## config.mk

```make
export PLATFORM = sky130hd
export DESIGN_NAME = cu_edge_sum_accumulate_flat
export DESIGN_NICKNAME = d
export VERILOG_FILES = /design/src/rtl/cu_edge_sum_accumulate_if.sv /design/src/rtl/cu_edge_sum_accumulate.sv /design/src/flat_wrapper.sv
export SDC_FILE = /design/constraint.sdc
export NUM_CORES = 1
export LEC_CHECK = 0
export CAP_MARGIN = 20
export CORE_ASPECT_RATIO = 0.75
export CORE_MARGIN = 4
export CORE_UTILIZATION = 47
export DETAILED_ROUTE_END_ITERATION = 8
export PLACE_DENSITY = 0.84
export SLEW_MARGIN = 20
export SYNTH_ARGS = -nofsm -noshare
export SYNTH_HDL_FRONTEND = slang
export SYNTH_SLANG_ARGS = --single-unit
```

## constraint.sdc

```tcl
create_clock -name clock -period 3.2 [get_ports clock]
set_input_delay 0.64 -clock clock [delete_from_list [all_inputs] [get_ports clock]]
set_output_delay 0.64 -clock clock [all_outputs]
set_load 0.005 [all_outputs]
```

## src/rtl/cu_edge_sum_accumulate_if.sv

```systemverilog
// Bus bundle between an edge-sum compute unit and its vertex source, edge FIFO and result sink.
// The master modport is the compute-unit side.
interface cu_edge_sum_accumulate_if #(
   parameter int EDGE_SIZE_BITS = 32,
   parameter int WEIGHT_BITS    = 32,
   parameter int SUM_BITS       = 64
);
   typedef struct packed {
      logic                      valid;
      logic [EDGE_SIZE_BITS-1:0] id;
      logic [EDGE_SIZE_BITS-1:0] inverse_out_degree;
   } VertexInterface;

   typedef struct packed {
      logic empty;
      logic full;
   } BufferStatus;

   typedef struct packed {
      logic                      valid;
      logic [EDGE_SIZE_BITS-1:0] id;
      logic [EDGE_SIZE_BITS-1:0] src;
      logic [EDGE_SIZE_BITS-1:0] dest;
      logic [WEIGHT_BITS-1:0]    weight;
   } EdgeInterface;

   VertexInterface            vertex_job;
   logic                      vertex_job_ack;
   BufferStatus               edge_buffer_status;
   EdgeInterface              edge_job;
   logic                      edge_request;
   logic                      result_valid;
   logic                      result_ready;
   logic [EDGE_SIZE_BITS-1:0] result_vertex_id;
   logic [SUM_BITS-1:0]       result_sum;
   logic [EDGE_SIZE_BITS-1:0] result_edge_count;
   logic [7:0]                result_cu_id;

   modport master (
      input  vertex_job, edge_buffer_status, edge_job, result_ready,
      output vertex_job_ack, edge_request, result_valid,
             result_vertex_id, result_sum, result_edge_count, result_cu_id
   );

   modport slave (
      output vertex_job, edge_buffer_status, edge_job, result_ready,
      input  vertex_job_ack, edge_request, result_valid,
             result_vertex_id, result_sum, result_edge_count, result_cu_id
   );
endinterface

```

## src/rtl/cu_edge_sum_accumulate.sv

```systemverilog
// Per-vertex edge weight accumulator: pops out-degree edges from an upstream FIFO with
// bounded outstanding requests, sums their weights and emits one result per vertex.
module cu_edge_sum_accumulate #(
   parameter int CU_ID          = 1,
   parameter int EDGE_SIZE_BITS = 32,
   parameter int WEIGHT_BITS    = 32,
   parameter int SUM_BITS       = 64,
   parameter int MAX_INFLIGHT   = 4
) (
   input  logic                     clock,
   input  logic                     rstn,
   input  logic                     enabled,
   cu_edge_sum_accumulate_if.master bus,
   output logic                     err_dest_mismatch,
   output logic                     err_unexpected_edge
);
   localparam int IW = $clog2(MAX_INFLIGHT + 1);

   typedef enum logic [2:0] {IDLE, LOAD, ACCUM, DRAIN, EMIT} state_e;

   state_e                    state_q, state_d;
   logic [EDGE_SIZE_BITS-1:0] vid_q, vid_d, deg_q, deg_d;
   logic [EDGE_SIZE_BITS-1:0] req_q, req_d, rcv_q, rcv_d;
   logic [IW-1:0]             infl_q, infl_d;
   logic [SUM_BITS-1:0]       sum_q, sum_d;
   logic                      edge_req_q, edge_req_d;
   logic                      ack_q, ack_d;
   logic                      rvalid_q, rvalid_d;
   logic [EDGE_SIZE_BITS-1:0] res_vid_q, res_vid_d, res_cnt_q, res_cnt_d;
   logic [SUM_BITS-1:0]       res_sum_q, res_sum_d;
   logic [7:0]                res_cu_q, res_cu_d;
   logic                      err_dest_q, err_dest_d, err_unexp_q, err_unexp_d;
   logic                      issue, take;

   logic unused_bits;
   assign unused_bits = ^{bus.edge_job.id, bus.edge_job.src, bus.edge_buffer_status.full};

   always_comb begin
      state_d     = state_q;
      vid_d       = vid_q;
      deg_d       = deg_q;
      req_d       = req_q;
      rcv_d       = rcv_q;
      infl_d      = infl_q;
      sum_d       = sum_q;
      edge_req_d  = 1'b0;
      ack_d       = enabled ? 1'b0 : ack_q;
      rvalid_d    = rvalid_q;
      res_vid_d   = res_vid_q;
      res_cnt_d   = res_cnt_q;
      res_sum_d   = res_sum_q;
      res_cu_d    = res_cu_q;
      err_dest_d  = err_dest_q;
      err_unexp_d = err_unexp_q;

      issue = enabled && (state_q == ACCUM) && !bus.edge_buffer_status.empty &&
              (infl_q < IW'(MAX_INFLIGHT)) && (req_q < deg_q);
      // Returning edges are absorbed even while disabled, so inflight never goes stale.
      take  = bus.edge_job.valid && ((state_q == ACCUM) || (state_q == DRAIN)) &&
              (infl_q != '0);

      if (issue) begin
         edge_req_d = 1'b1;
         req_d      = req_q + EDGE_SIZE_BITS'(1);
      end
      if (issue && !take)      infl_d = infl_q + IW'(1);
      else if (take && !issue) infl_d = infl_q - IW'(1);

      if (take) begin
         sum_d = sum_q + SUM_BITS'(bus.edge_job.weight);
         rcv_d = rcv_q + EDGE_SIZE_BITS'(1);
         if (bus.edge_job.dest != vid_q) err_dest_d = 1'b1;
      end else if (bus.edge_job.valid) begin
         err_unexp_d = 1'b1;
      end

      if (enabled) begin
         unique case (state_q)
            IDLE: if (bus.vertex_job.valid) begin
               vid_d   = bus.vertex_job.id;
               deg_d   = bus.vertex_job.inverse_out_degree;
               sum_d   = '0;
               req_d   = '0;
               rcv_d   = '0;
               ack_d   = 1'b1;
               state_d = LOAD;
            end
            LOAD:  state_d = (deg_q == '0) ? EMIT : ACCUM;
            ACCUM: if (req_q == deg_q) state_d = DRAIN;
            DRAIN: if ((rcv_q == deg_q) && (infl_q == '0)) state_d = EMIT;
            EMIT: begin
               // First EMIT cycle snapshots the payload; it then holds until the handshake.
               if (!rvalid_q) begin
                  rvalid_d  = 1'b1;
                  res_vid_d = vid_q;
                  res_sum_d = sum_q;
                  res_cnt_d = rcv_q;
                  res_cu_d  = 8'(CU_ID);
               end else if (bus.result_ready) begin
                  rvalid_d = 1'b0;
                  state_d  = IDLE;
               end
            end
            default: state_d = IDLE;
         endcase
      end
   end

   always_ff @(posedge clock or negedge rstn) begin
      if (!rstn) begin
         state_q     <= IDLE;
         vid_q       <= '0;
         deg_q       <= '0;
         req_q       <= '0;
         rcv_q       <= '0;
         infl_q      <= '0;
         sum_q       <= '0;
         edge_req_q  <= 1'b0;
         ack_q       <= 1'b0;
         rvalid_q    <= 1'b0;
         res_vid_q   <= '0;
         res_cnt_q   <= '0;
         res_sum_q   <= '0;
         res_cu_q    <= '0;
         err_dest_q  <= 1'b0;
         err_unexp_q <= 1'b0;
      end else begin
         state_q     <= state_d;
         vid_q       <= vid_d;
         deg_q       <= deg_d;
         req_q       <= req_d;
         rcv_q       <= rcv_d;
         infl_q      <= infl_d;
         sum_q       <= sum_d;
         edge_req_q  <= edge_req_d;
         ack_q       <= ack_d;
         rvalid_q    <= rvalid_d;
         res_vid_q   <= res_vid_d;
         res_cnt_q   <= res_cnt_d;
         res_sum_q   <= res_sum_d;
         res_cu_q    <= res_cu_d;
         err_dest_q  <= err_dest_d;
         err_unexp_q <= err_unexp_d;
      end
   end

   assign bus.edge_request      = edge_req_q;
   assign bus.vertex_job_ack    = ack_q;
   assign bus.result_valid      = rvalid_q;
   assign bus.result_vertex_id  = res_vid_q;
   assign bus.result_sum        = res_sum_q;
   assign bus.result_edge_count = res_cnt_q;
   assign bus.result_cu_id      = res_cu_q;
   assign err_dest_mismatch     = err_dest_q;
   assign err_unexpected_edge   = err_unexp_q;
endmodule

```

## src/flat_wrapper.sv

```systemverilog
// flat-port wrapper written by rule: the top's interface ports become plain ports
module cu_edge_sum_accumulate_flat 
#(
   parameter int CU_ID          = 1,
   parameter int EDGE_SIZE_BITS = 32,
   parameter int WEIGHT_BITS    = 32,
   parameter int SUM_BITS       = 64,
   parameter int MAX_INFLIGHT   = 4
)
  (clock, rstn, enabled, err_dest_mismatch, err_unexpected_edge, bus_vertex_job, bus_edge_buffer_status, bus_edge_job, bus_result_ready, bus_vertex_job_ack, bus_edge_request, bus_result_valid, bus_result_vertex_id, bus_result_sum, bus_result_edge_count, bus_result_cu_id);
  cu_edge_sum_accumulate_if #(.EDGE_SIZE_BITS(EDGE_SIZE_BITS), .WEIGHT_BITS(WEIGHT_BITS), .SUM_BITS(SUM_BITS)) bus_i ();
  input  logic clock;
  input  logic rstn;
  input  logic enabled;
  output logic err_dest_mismatch;
  output logic err_unexpected_edge;
  input wire logic [$bits(bus_i.vertex_job)-1:0] bus_vertex_job;
  input wire logic [$bits(bus_i.edge_buffer_status)-1:0] bus_edge_buffer_status;
  input wire logic [$bits(bus_i.edge_job)-1:0] bus_edge_job;
  input wire logic [$bits(bus_i.result_ready)-1:0] bus_result_ready;
  output wire logic [$bits(bus_i.vertex_job_ack)-1:0] bus_vertex_job_ack;
  output wire logic [$bits(bus_i.edge_request)-1:0] bus_edge_request;
  output wire logic [$bits(bus_i.result_valid)-1:0] bus_result_valid;
  output wire logic [$bits(bus_i.result_vertex_id)-1:0] bus_result_vertex_id;
  output wire logic [$bits(bus_i.result_sum)-1:0] bus_result_sum;
  output wire logic [$bits(bus_i.result_edge_count)-1:0] bus_result_edge_count;
  output wire logic [$bits(bus_i.result_cu_id)-1:0] bus_result_cu_id;
  assign bus_i.vertex_job = bus_vertex_job;
  assign bus_i.edge_buffer_status = bus_edge_buffer_status;
  assign bus_i.edge_job = bus_edge_job;
  assign bus_i.result_ready = bus_result_ready;
  assign bus_vertex_job_ack = bus_i.vertex_job_ack;
  assign bus_edge_request = bus_i.edge_request;
  assign bus_result_valid = bus_i.result_valid;
  assign bus_result_vertex_id = bus_i.result_vertex_id;
  assign bus_result_sum = bus_i.result_sum;
  assign bus_result_edge_count = bus_i.result_edge_count;
  assign bus_result_cu_id = bus_i.result_cu_id;
  cu_edge_sum_accumulate #(.CU_ID(CU_ID), .EDGE_SIZE_BITS(EDGE_SIZE_BITS), .WEIGHT_BITS(WEIGHT_BITS), .SUM_BITS(SUM_BITS), .MAX_INFLIGHT(MAX_INFLIGHT)) u_core (.clock(clock), .rstn(rstn), .enabled(enabled), .bus(bus_i), .err_dest_mismatch(err_dest_mismatch), .err_unexpected_edge(err_unexpected_edge));
endmodule
```

==> run metrics <==
clk slew on worst S/H paths 0.07 ns; Reg2Reg Depth 14; CP Launch Type input port; WP data required between 3 and 4 ns; DR vias/cell about 5.6; final hold vios 0; area grow syn2layout 31.9%; Final Cell Area ~23000 sq um; clock buffer count from CTS 36; Worst Path Arrival between 3 and 4 ns; crit-path leading delay family compound AO/OA/AOI/OAI gates; sw frac 0.331; Syn. warnings 0; CTS tree done; r2r endpoint u_core.infl_q[2]; worst reg2reg setup slack approximately 0.18 ns; placed instance count between 2000 and 2500; core area approximately 36000 sq um; maximum clock insertion buffer count 3; die area 39600 sq um; post-synth cell types 66; H-tree Lvls 2; static leakage 10.6 nW; io pins around 340; sw power 4.45 mW; Clock Skew about 0.028 ns; Crit. End Element flop; Setup CP Type in -> reg; vias in the first global route around 15000; crit path max-delay cell type clkdlybuf4s50_1; first-pass GRT wire length 79200 um; largest area contributor in the netlist dfrtp_1; First-pass DRT Iterations 5; EDFF count, synth 0; hold_ws ~0.081 ns; n_diodes 0; Synth top area share 0.485; synthesized cell area about 17000 sq um; FMAX about 320 MHz; drt total wl ~50000 um; hold_buf cts 0; number of placement rows 60; Synth async-reset ratio 1.00; max-cap violation count 0; sequential share of the synthesized area 0.485; largest net degree at the start of global routing between 70 and 80; # setup viols final 0; Antenna Nets Post-Route 0; flops & latches, synth roughly 330; mean post-synth cell area 10.1 sq um; Reg2Reg Launch Point u_core.req_q[17]; Placer Congestion 0.899; Slew HR 0.506; Final min period between 3 and 4 ns; final layout net count about 2300; Final Non-Filler Cells approximately 2600; combinational share of power 0.315; Max FO, Critical Path 7; clock sink count about 330; final core utilization 0.629; Initial Util 0.477; 1st-iter DRT viols just over 1000; Placement Cell Area around 21000 sq um; Max VDD drop around 0.34 mV; Overall Global Routing Usage 0.244; GR Overflow Total 0; Worst Hold Class in -> async; CP peak stage delay 0.47 ns; Worst Path Buf+Inv 2; Die Y-Extent around 170 um; Sequential Power Share 0.373; outcome finished clean; Slew Limit Fails 0; placed wire-length estimate between 30000 and 40000 um; root buffer cell clkbuf_16; Power per Cell Area slightly below 600 nW/um^2; total vias in the final route 14395; Worst-Margin Slew 0.729 ns; WL per Instance slightly below 20 um; Internal 8.98 mW; PortBufs between 200 and 300; synthesized instance count around 1700; share of cells above drive strength 1 0.175; top_reg_cell synth dfrtp_1; Die X approximately 230 um; Worst-Skew Late Latency between 0.5 and 0.6 ns; number of remaining DRC errors 0; Synth area leaders dfrtp_1 48%, mux2_2 8.5%, nand2_1 5.7%; initial antenna violation count 0; Clk pwr share 0.311; Final period util 0.989; worst-path cell chain clkdlybuf4s50_1 > ha_1 > a21oi_2 > o21ai_1 > or2_2 > a211oi_4 > nor3_4 > o311ai_4 > buf_6 > a2111oi_4 > xnor2_1 > nor2_1
## metrics by stage
step	TNS [ns]	setup WS [ns]	total power, mW
2_1_floorplan	0	0.125	7.33
3_3_place_gp	-13.20	-0.659	8.90
3_5_place_dp	-15.34	-0.747	9.03
4_1_cts	0	0.0197	13.3
5_1_grt	-0.0732	-0.0430	14.2
6_report	0	0.0358	13.4
## cell families after synthesis
kind of cell             synth area share
buffers and inverters              0.0342
XOR/XNOR                           0.0761
multiplexers                       0.0888
AND/OR/NAND/NOR                     0.156
AO/OA/AOI/OAI                       0.109
adder cells (fa/ha/maj)            0.0512
flip-flops                          0.485
other                            0.000219
## cell usage in the layout (no fill, tap or decap), types with 12 or more instances in the layout
cell	count
nor4_1	23
or4_1	12
nand2_1	258
a21o_1	30
clkbuf_16	36
a21oi_1	102
inv_1	67
xnor2_1	73
ha_1	65
or3_1	22
nor2_1	96
nand3_1	42
o31ai_1	12
and3_1	25
nor3_1	12
nand4_1	39
a211oi_1	14
clkdlybuf4s50_1	266
buf_4	116
xor2_1	76
mux2_2	129
dfrtp_1	328
o21ai_0	77
## worst reg2reg max path: stages, from the launching register on
cell      delay (ns)
dfrtp_1         0.46
ha_1            0.35
a21o_1          0.16
a21o_1          0.16
a21oi_1         0.14
o21ai_0         0.13
a211oi_2        0.27
nand2_1         0.12
inv_1           0.12
ha_1            0.18
inv_1           0.06
fa_1            0.37
xor2_1          0.17
nor2_1          0.11
xor2_1          0.15
## layer usage
layer	GRT usage	vias up	routed length, um
li1	-	6652	-
met1	0.335	7122	21300
met2	0.394	511	23200
met3	0.0452	110	3270
met4	0.0775	0	1630
met5	0	-	0
## state kept, by name, summed over array words and instances, names as in the netlist, named ones only
signal and flops:
u_core.req_q 32, u_core.vid_q 32, u_core.err_unexpected_edge 1, u_core.sum_q 64, u_core.bus.result_vertex_id 32, u_core.state_q 3, u_core.rcv_q 32, u_core.bus.edge_request 1
u_core.deg_q 32, u_core.bus.result_cu_id 1, u_core.bus.result_edge_count 32, u_core.bus.result_valid 1, u_core.infl_q 3, u_core.bus.result_sum 64, u_core.err_dest_mismatch 1
## worst max-delay path by stage
stage / start / slack [ns] / to / cells after the start
after global placement: bus_edge_job[0] / -0.66 / u_core.sum_q[58] / 14
after floorplan: bus_edge_job[0] / 0.13 / u_core.sum_q[60] / 13
after CTS: bus_edge_job[0] / 0.02 / u_core.sum_q[60] / 14
after global routing: bus_edge_job[21] / -0.04 / u_core.sum_q[60] / 13
after detailed placement: bus_edge_job[0] / -0.75 / u_core.sum_q[58] / 14
final: bus_edge_job[17] / 0.04 / u_core.sum_q[60] / 12
## cells in the mapped netlist, drive strengths merged (9+ instances only)
cell     number
a2111oi       9
and3         26
o31ai        12
and2          9
nand2       258
ha           67
a21oi       108
a211oi       18
or4          12
a21o         30
or3          23
buf          20
xnor2        73
clkbuf       58
dfrtp       332
nor3         14
o21ai        83
nor2b        10
inv          69
xor2         76
nand4        39
mux2        129
nor2         97
nor4         25
nand3        42
## cell type report
| class | count | area (sq um) |
|---|---|---|
| Tap cell | 465 | 582 |
| Fill cell | 2811 | 13400 |
| Multi-Input combinational cell | 1232 | 8490 |
| Inverter | 69 | 259 |
| Clock inverter | 25 | 240 |
| Timing Repair Buffer | 396 | 3790 |
| Clock buffer | 40 | 936 |
| Sequential cell | 332 | 8310 |
## what timing repair did
item                                    4_1_cts  5_1_grt
pin swaps                                     3       14
endpoints found under the setup margin        8       20
buffers inserted                              8        0
gates resized for setup                       5       37
## power by group through the flow
stage	clock network (mW)	logic, mW	registers, mW
after detailed placement	0	3.96	5.06
after global placement	0	3.86	5.04
after global routing	4.46	4.66	5.06
after CTS	4.28	4.06	4.99
final	4.18	4.23	5.01
after floorplan	0	2.44	4.89
(Power assumes the default switching activity.)
